--- src/rtl/sc_bitstream_counter.sv ---
// sc_bitstream_counter: converts a 1-bit stochastic stream into a binary
// ones count over a window of 2^WIDTH valid samples, with a valid/ready
// result handshake, one-shot or continuous windows and a sticky overrun.
// Optional macro SC_BITSTREAM_COUNTER_BIPOLAR_EN: when defined, the result
// is bipolar two's complement (2*ones - 2^WIDTH, saturated at +2^WIDTH-1).
module sc_bitstream_counter #(
  parameter int WIDTH = 8
) (
  input  logic             clk,
  input  logic             rst,
  input  logic             bit_in,
  input  logic             bit_valid,
  input  logic             start,
  input  logic             continuous,
  output logic [WIDTH:0]   result,
  output logic             out_valid,
  input  logic             out_ready,
  output logic             busy,
  output logic             overrun
);

  typedef enum logic [1:0] {
    IDLE,
    ACCUM,
    HOLD
  } state_t;

  state_t           state;
  state_t           next_state;
  logic [WIDTH-1:0] sample_cnt;
  logic [WIDTH-1:0] ones_cnt;
  logic             window_done;
  logic             accept;
  logic [WIDTH:0]   ones_total;
  logic [WIDTH:0]   window_result;

  // The last sample of a window is the valid one arriving at index 2^WIDTH-1.
  assign window_done = (state == ACCUM) && bit_valid && (sample_cnt == {WIDTH{1'b1}});
  assign accept      = out_valid && out_ready;
  // One extra bit so an all-ones window reports exactly 2^WIDTH.
  assign ones_total  = {1'b0, ones_cnt} + {{WIDTH{1'b0}}, bit_in};
  assign busy        = (state == ACCUM);

`ifdef SC_BITSTREAM_COUNTER_BIPOLAR_EN
  // Map ones count to 2*ones - 2^WIDTH, clamping the single unrepresentable case.
  always_comb begin
    window_result = {ones_total[WIDTH-1:0], 1'b0} - {1'b1, {WIDTH{1'b0}}};
    if (ones_total[WIDTH]) begin
      window_result = {1'b0, {WIDTH{1'b1}}};
    end
  end
`else
  assign window_result = ones_total;
`endif

  // State register.
  always_ff @(posedge clk) begin
    if (rst) begin
      state <= IDLE;
    end else begin
      state <= next_state;
    end
  end

  // Next-state logic: continuous is only looked at when a window closes.
  always_comb begin
    next_state = state;
    case (state)
      IDLE: begin
        if (start) begin
          next_state = ACCUM;
        end
      end
      ACCUM: begin
        if (window_done && !continuous) begin
          next_state = HOLD;
        end
      end
      HOLD: begin
        if (accept) begin
          next_state = IDLE;
        end
      end
      default: next_state = IDLE;
    endcase
  end

  // Window counters, result register, handshake and sticky overrun flag.
  always_ff @(posedge clk) begin
    if (rst) begin
      sample_cnt <= '0;
      ones_cnt   <= '0;
      result     <= '0;
      out_valid  <= 1'b0;
      overrun    <= 1'b0;
    end else begin
      if (state == IDLE && start) begin
        sample_cnt <= '0;
        ones_cnt   <= '0;
      end
      if (window_done) begin
        result     <= window_result;
        out_valid  <= 1'b1;
        sample_cnt <= '0;
        ones_cnt   <= '0;
        if (out_valid && !out_ready) begin
          overrun <= 1'b1;
        end
      end else begin
        if (accept) begin
          out_valid <= 1'b0;
        end
        if (state == ACCUM && bit_valid) begin
          sample_cnt <= sample_cnt + WIDTH'(1);
          ones_cnt   <= ones_cnt + WIDTH'(bit_in);
        end
      end
    end
  end

endmodule

--- config.mk ---
export PLATFORM = sky130hd
export DESIGN_NAME = sc_bitstream_counter
export DESIGN_NICKNAME = d
export VERILOG_FILES = /design/src/rtl/sc_bitstream_counter.sv
export SDC_FILE = /design/constraint.sdc
export NUM_CORES = 1
export LEC_CHECK = 0
export ABC_AREA = 1
export BUFFER_PORTS_ARGS = -buffer_cell sky130_fd_sc_hd__buf_2
export CAP_MARGIN = 20
export CORE_MARGIN = 8
export CORE_UTILIZATION = 35
export DETAILED_ROUTE_END_ITERATION = 12
export PLACE_DENSITY = 0.61
export SLEW_MARGIN = 20
export SYNTH_ARGS = -nofsm -noshare
export SYNTH_HDL_FRONTEND = slang
export SYNTH_SLANG_ARGS = --single-unit
--- constraint.sdc ---
create_clock -name clk -period 4 [get_ports clk]
set_clock_uncertainty 0.1 [all_clocks]
set_input_delay 0.6 -clock clk [delete_from_list [all_inputs] [get_ports clk]]
set_output_delay 0.6 -clock clk [all_outputs]
set_load 0.02 [all_outputs]
* Yosys cells after proc, flatten, opt, wreduce, memory -nomap -nowiden
Cells that the tools add are included.
** Word-level totals
- Output and inout port bits :: 12
- Bits in registers :: 29
- Word-level logic and storage cells :: 38
** Cells by class
- Add/sub/neg operators :: 3
- Equal/unequal tests :: 6
- Muxes and demuxes :: 9
- Reduce and logical (&&, ||, !) cells :: 14
** Operators with widths (count)
- $mux W8 :: 3
- $add A8 B1 Y9 :: 1
- $add A8 B1 Y8 :: 1
- $add A8 B1 Y8 const B :: 1
- $eq A8 B8 Y1 const B :: 1
- $logic_and A1 B1 Y1 :: 6
- $mux W2 :: 3
- $pmux W2 S3 :: 1
- $ne A2 B2 Y1 const B :: 2
- $reduce_bool A2 Y1 :: 2
- $reduce_and A3 Y1 :: 1
- $eq A2 B1 Y1 const B :: 1
- $eq A2 B2 Y1 const B :: 1
- $logic_not A1 Y1 :: 2
- $logic_not A2 Y1 :: 1
- $mux W1 :: 2
- $ne A2 B1 Y1 const B :: 1
- $reduce_and A2 Y1 :: 1
- $reduce_or A2 Y1 :: 1

* Depth between registers and ports, before layout
- Depth in word-level cells :: 6
- Mapped depth :: 9
- Mapped depth without buffers :: 9

* Worst setup path after synthesis
OpenSTA, ideal clock, no wires.
- Kind :: in2reg
- From :: input bit_in
- To :: register ones_cnt[2]
- Setup time :: 0.070 ns
- Required time :: 3.830 ns
- Data arrival time :: 1.497 ns
- Stages on the path :: 5
- Path slack :: 2.333 ns
- Cell sequence :: ha_1 -> ha_1 -> xnor2_1 -> or2_2 -> a21oi_1
** Between the ends
- Word-level cells in the longest chain between the ends :: 2
** Ends and longest elaborated chain
- from (decl) :: RTL line 11 : input logic bit_in,
- $add A8 B1 Y8 :: RTL line 115 : ones_cnt <= ones_cnt + WIDTH'(bit_in);
- $mux W8 :: RTL line 113 : if (state == ACCUM && bit_valid) begin
- to (signal assigned) :: RTL line 115
- to (decl) :: RTL line 31 : logic [WIDTH-1:0] ones_cnt;
No other way between the ends.
A chain may end at the register's enable or synchronous reset.

* Worst setup path in the final report
- From :: input bit_valid
- To :: register ones_cnt[7]
** Between the ends
- Word-level cells in the longest chain between the ends :: 3
- Elaborated cells on any way between the ends :: 5
- Classes of those cells :: mux (1); reduce/logical (4)
** Ends and longest elaborated chain
- from (decl) :: RTL line 12 : input logic bit_valid,
- $logic_and A1 B1 Y1 (*) :: RTL line 38, 113
- $logic_and A1 B1 Y1 :: RTL line 38 : assign window_done = (state == ACCUM) && bit_valid && (sample_cnt == {WIDTH{1'b1}});
- $reduce_or A2 Y1 (no line)
Mark *: on every way between the ends. The rest lies on a longest branch, timed or not.

==> summary.txt <==
Status
  • Run status: completed

Logic synthesis
  • Cells after synthesis: 190
  • Syn_nets: 200
  • Count leader, synth: nand2_1
  • Synth warn: 0
  • FFs w/ async S/R, synth: 0%
  • Synth top cells by count: nand2_1, dfxtp_1, nand3_1
  • EDFF count, synth: 0
  • Synth Register Bits: 29
  • Post-synthesis cell area: 0.00140 mm^2
  • Yosys top cell by area: dfxtp_1
  • Syn Area/Cell: 7.38 um^2
  • Yosys cell types: 25
  • Commonest register cell after synthesis: dfxtp_1
  • Yosys top cell area share: 41.4%
  • Largest cells by area after synthesis: dfxtp_1, nand2_1, nand3_1
  • Seq/Total Area, Yosys: 41.4%

Place
  • Final Wtd Congestion: 0.806
  • Port Buf Inserts: 18
  • Detailed Place HPWL: 2140 um
  • Placement Setup Slack: 1.95 ns

Worst hold path
  • Worst Hold End: overrun
  • Worst hold start: overrun
  • Hold Path Class: flip-flop to flip-flop
  • Hold Path Depth: 2

Detailed routing
  • DRT Pass-1 Iters: 4
  • 1st-iter DRT viols: 41
  • Avg Vias per Cell: 4.73
  • Routed len/inst: 11.1 um
  • Vias: 1229
  • Post-route ant nets: 0
  • Residual DRC: 0
  • DRT Wirelength: 2880 um

Clocking
  • Post-CTS Hold Fix Bufs: 0
  • Post-CTS Setup Bufs: 0
  • Sinks on Clock Net: 29
  • TritonCTS clock tree: built
  • Post-cts resize count: 0
  • CTS root buf: clkbuf_8
  • CTS Buf Count: 5
  • CTS max path bufs: 2
  • Clock-pin slew of the registers on the worst-case setup and hold paths: 0.06 ns
  • Clk_lat worst skew: 0.27 ns
  • H-tree depth: 2

Global route
  • Global-route wire length before repair: 5120 um
  • Overflow after GRT: 0
  • Total track usage: 9.97%
  • Largest net degree at the start of global routing: 17
  • Initial antenna violation count: 0
  • Vias in the first global route: 1167

Finish
  • Layout cells sized above 1: 21.0%
  • # diodes: 0
  • Area growth syn-to-layout: 13.6%
  • Final #Nets: 220

STA
  • Final setup violation count: 0
  • Crit share post-route: 43.0%
  • Slew Limit Fails: 0
  • Setup ws final: 2.28 ns
  • Final TNS setup: 0 ns
  • Worst slew pin tran: 0.582 ns
  • Unrepaired setup endpoints after global routing: no
  • Slew headroom: 61.1%
  • Final Hold Vio Count: 0
  • Hold_ws: 0.347 ns
  • Min cycle time layout: 1.72 ns
  • Achievable Freq: 0.581 GHz

Pwr
  • Internal power: 435 uW
  • Sw Share: 22.1%
  • Cell Pwr Density: 351 mW/mm^2
  • Combinational share of power: 5.2%
  • P_leak: 0.668 nW
  • Switch Pwr: 123 uW
  • Reg power frac: 52.4%
  • Clock Power Share: 42.4%
  • Max VDD drop: 0.100 mV

Critical path
  • Flop-to-flop setup slack: 2.30 ns
  • Crit-path cells: buf_2, nand3_2, inv_2, nand3_2, nand2_2, a21oi_1
  • Crit end category: flip-flop
  • Critical Path RT: 4.05 ns
  • Startpoint types: input port
  • R2R depth: 6
  • Worst-path fanout max: 14
  • Worst r2r dst: ones_cnt[7]
  • Slowest stage cell, crit path: nand2_2
  • R2r startpoint: sample_cnt[0]
  • Max incr delay on CP: 0.33 ns
  • Kind of critical path: input port to flip-flop
  • Critical path data arrival time: 1.77 ns
  • Most repeated library cell on the critical path: nand3_2

Job
  • Max-cap violations: 0

Die
  • FP Rows: 23
  • # IOs: 19
  • Starting density of the core: 35.6%
  • Die Height: 79.3 um
  • Core area: 0.00394 mm^2
  • Die X: 79.3 um
  • Die area: 0.00629 mm^2
cell type report:
type / instances / area [um^2]
clock buffers: 7 / 86.3
fillers: 411 / 2350
inverters: 18 / 72.6
multi-input cells: 138 / 701
flip-flops and latches: 29 / 581
well taps: 50 / 62.6
repair buffers: 18 / 90.1
worst max-delay path by stage:
stage,slack (ns),from,endpoint,cells after the start
4_1_cts,2.25,bit_valid,ones_cnt[7],6
2_1_floorplan,2.33,bit_in,ones_cnt[2],5
6_report,2.28,bit_valid,ones_cnt[7],6
5_1_grt,2.14,bit_valid,sample_cnt[4],6
3_3_place_gp,2.02,bit_valid,ones_cnt[5],6
3_5_place_dp,1.95,bit_valid,ones_cnt[7],6
flip-flops by register name (all words and copies together), names as in the netlist:
| name | count |
|---|---|
| ones_cnt | 8 |
| sample_cnt | 8 |
| result | 9 |
| state | 2 |
| overrun | 1 |
| out_valid | 1 |
power by group through the flow:
stage                     sequential (mW)  clock [mW]  combinational [mW]
final                               0.292       0.237              0.0291
after global routing                0.293       0.254              0.0328
after CTS                           0.292       0.244              0.0298
after detailed placement            0.299           0              0.0298
after global placement              0.299           0              0.0296
after floorplan                     0.298           0              0.0237
metrics by stage:
stage	instances	utilization, %	instance area [um^2]	total power [mW]
2_1_floorplan	190	-	1400	0.322
3_3_place_gp	253	38.2	1510	0.328
3_5_place_dp	253	38.2	1510	0.328
4_1_cts	260	40.4	1590	0.566
5_1_grt	260	40.4	1590	0.579
6_report	260	40.4	1590	0.558
routing by layer:
metal | vias up | part of all wire, % | track usage, %
met5 | - | 0 | 0
met4 | 0 | 2.3 | 6.11
met3 | 6 | 5.0 | 2.60
met2 | 19 | 42 | 15.0
met1 | 550 | 50 | 12.5
li1 | 654 | - | -
worst max-delay path, delay by kind of cell:
kind / cells / cell delay [ns]
compound gates: 1 / 0.07
buf+inv: 2 / 0.34
simple gates: 3 / 0.76
cells by family (layout without fill, tap and decap cells):
family	count (synthesis)	in the layout	synth area share (%)
compound gates	26	26	9.99
xor+xnor	3	3	1.87
fa+ha+maj	3	3	2.68
buf+inv	23	43	8.65
flops	29	29	41.4
simple gates	106	106	35.4
layout by cell type (no fill, tap or decap), types with 2 or more instances in the layout:
master / instances
inv_2: 4
o21ai_0: 3
inv_1: 13
nand2_1: 61
o21ai_1: 3
nand2_2: 2
nand4_1: 2
nor2_1: 8
dfxtp_1: 29
a21oi_1: 17
nand3_1: 21
or2_2: 3
buf_2: 18
nor2_2: 2
xor2_1: 2
a21oi_2: 2
clkbuf_8: 6
ha_1: 3
nand3_2: 4
(Power assumes the default switching activity.)
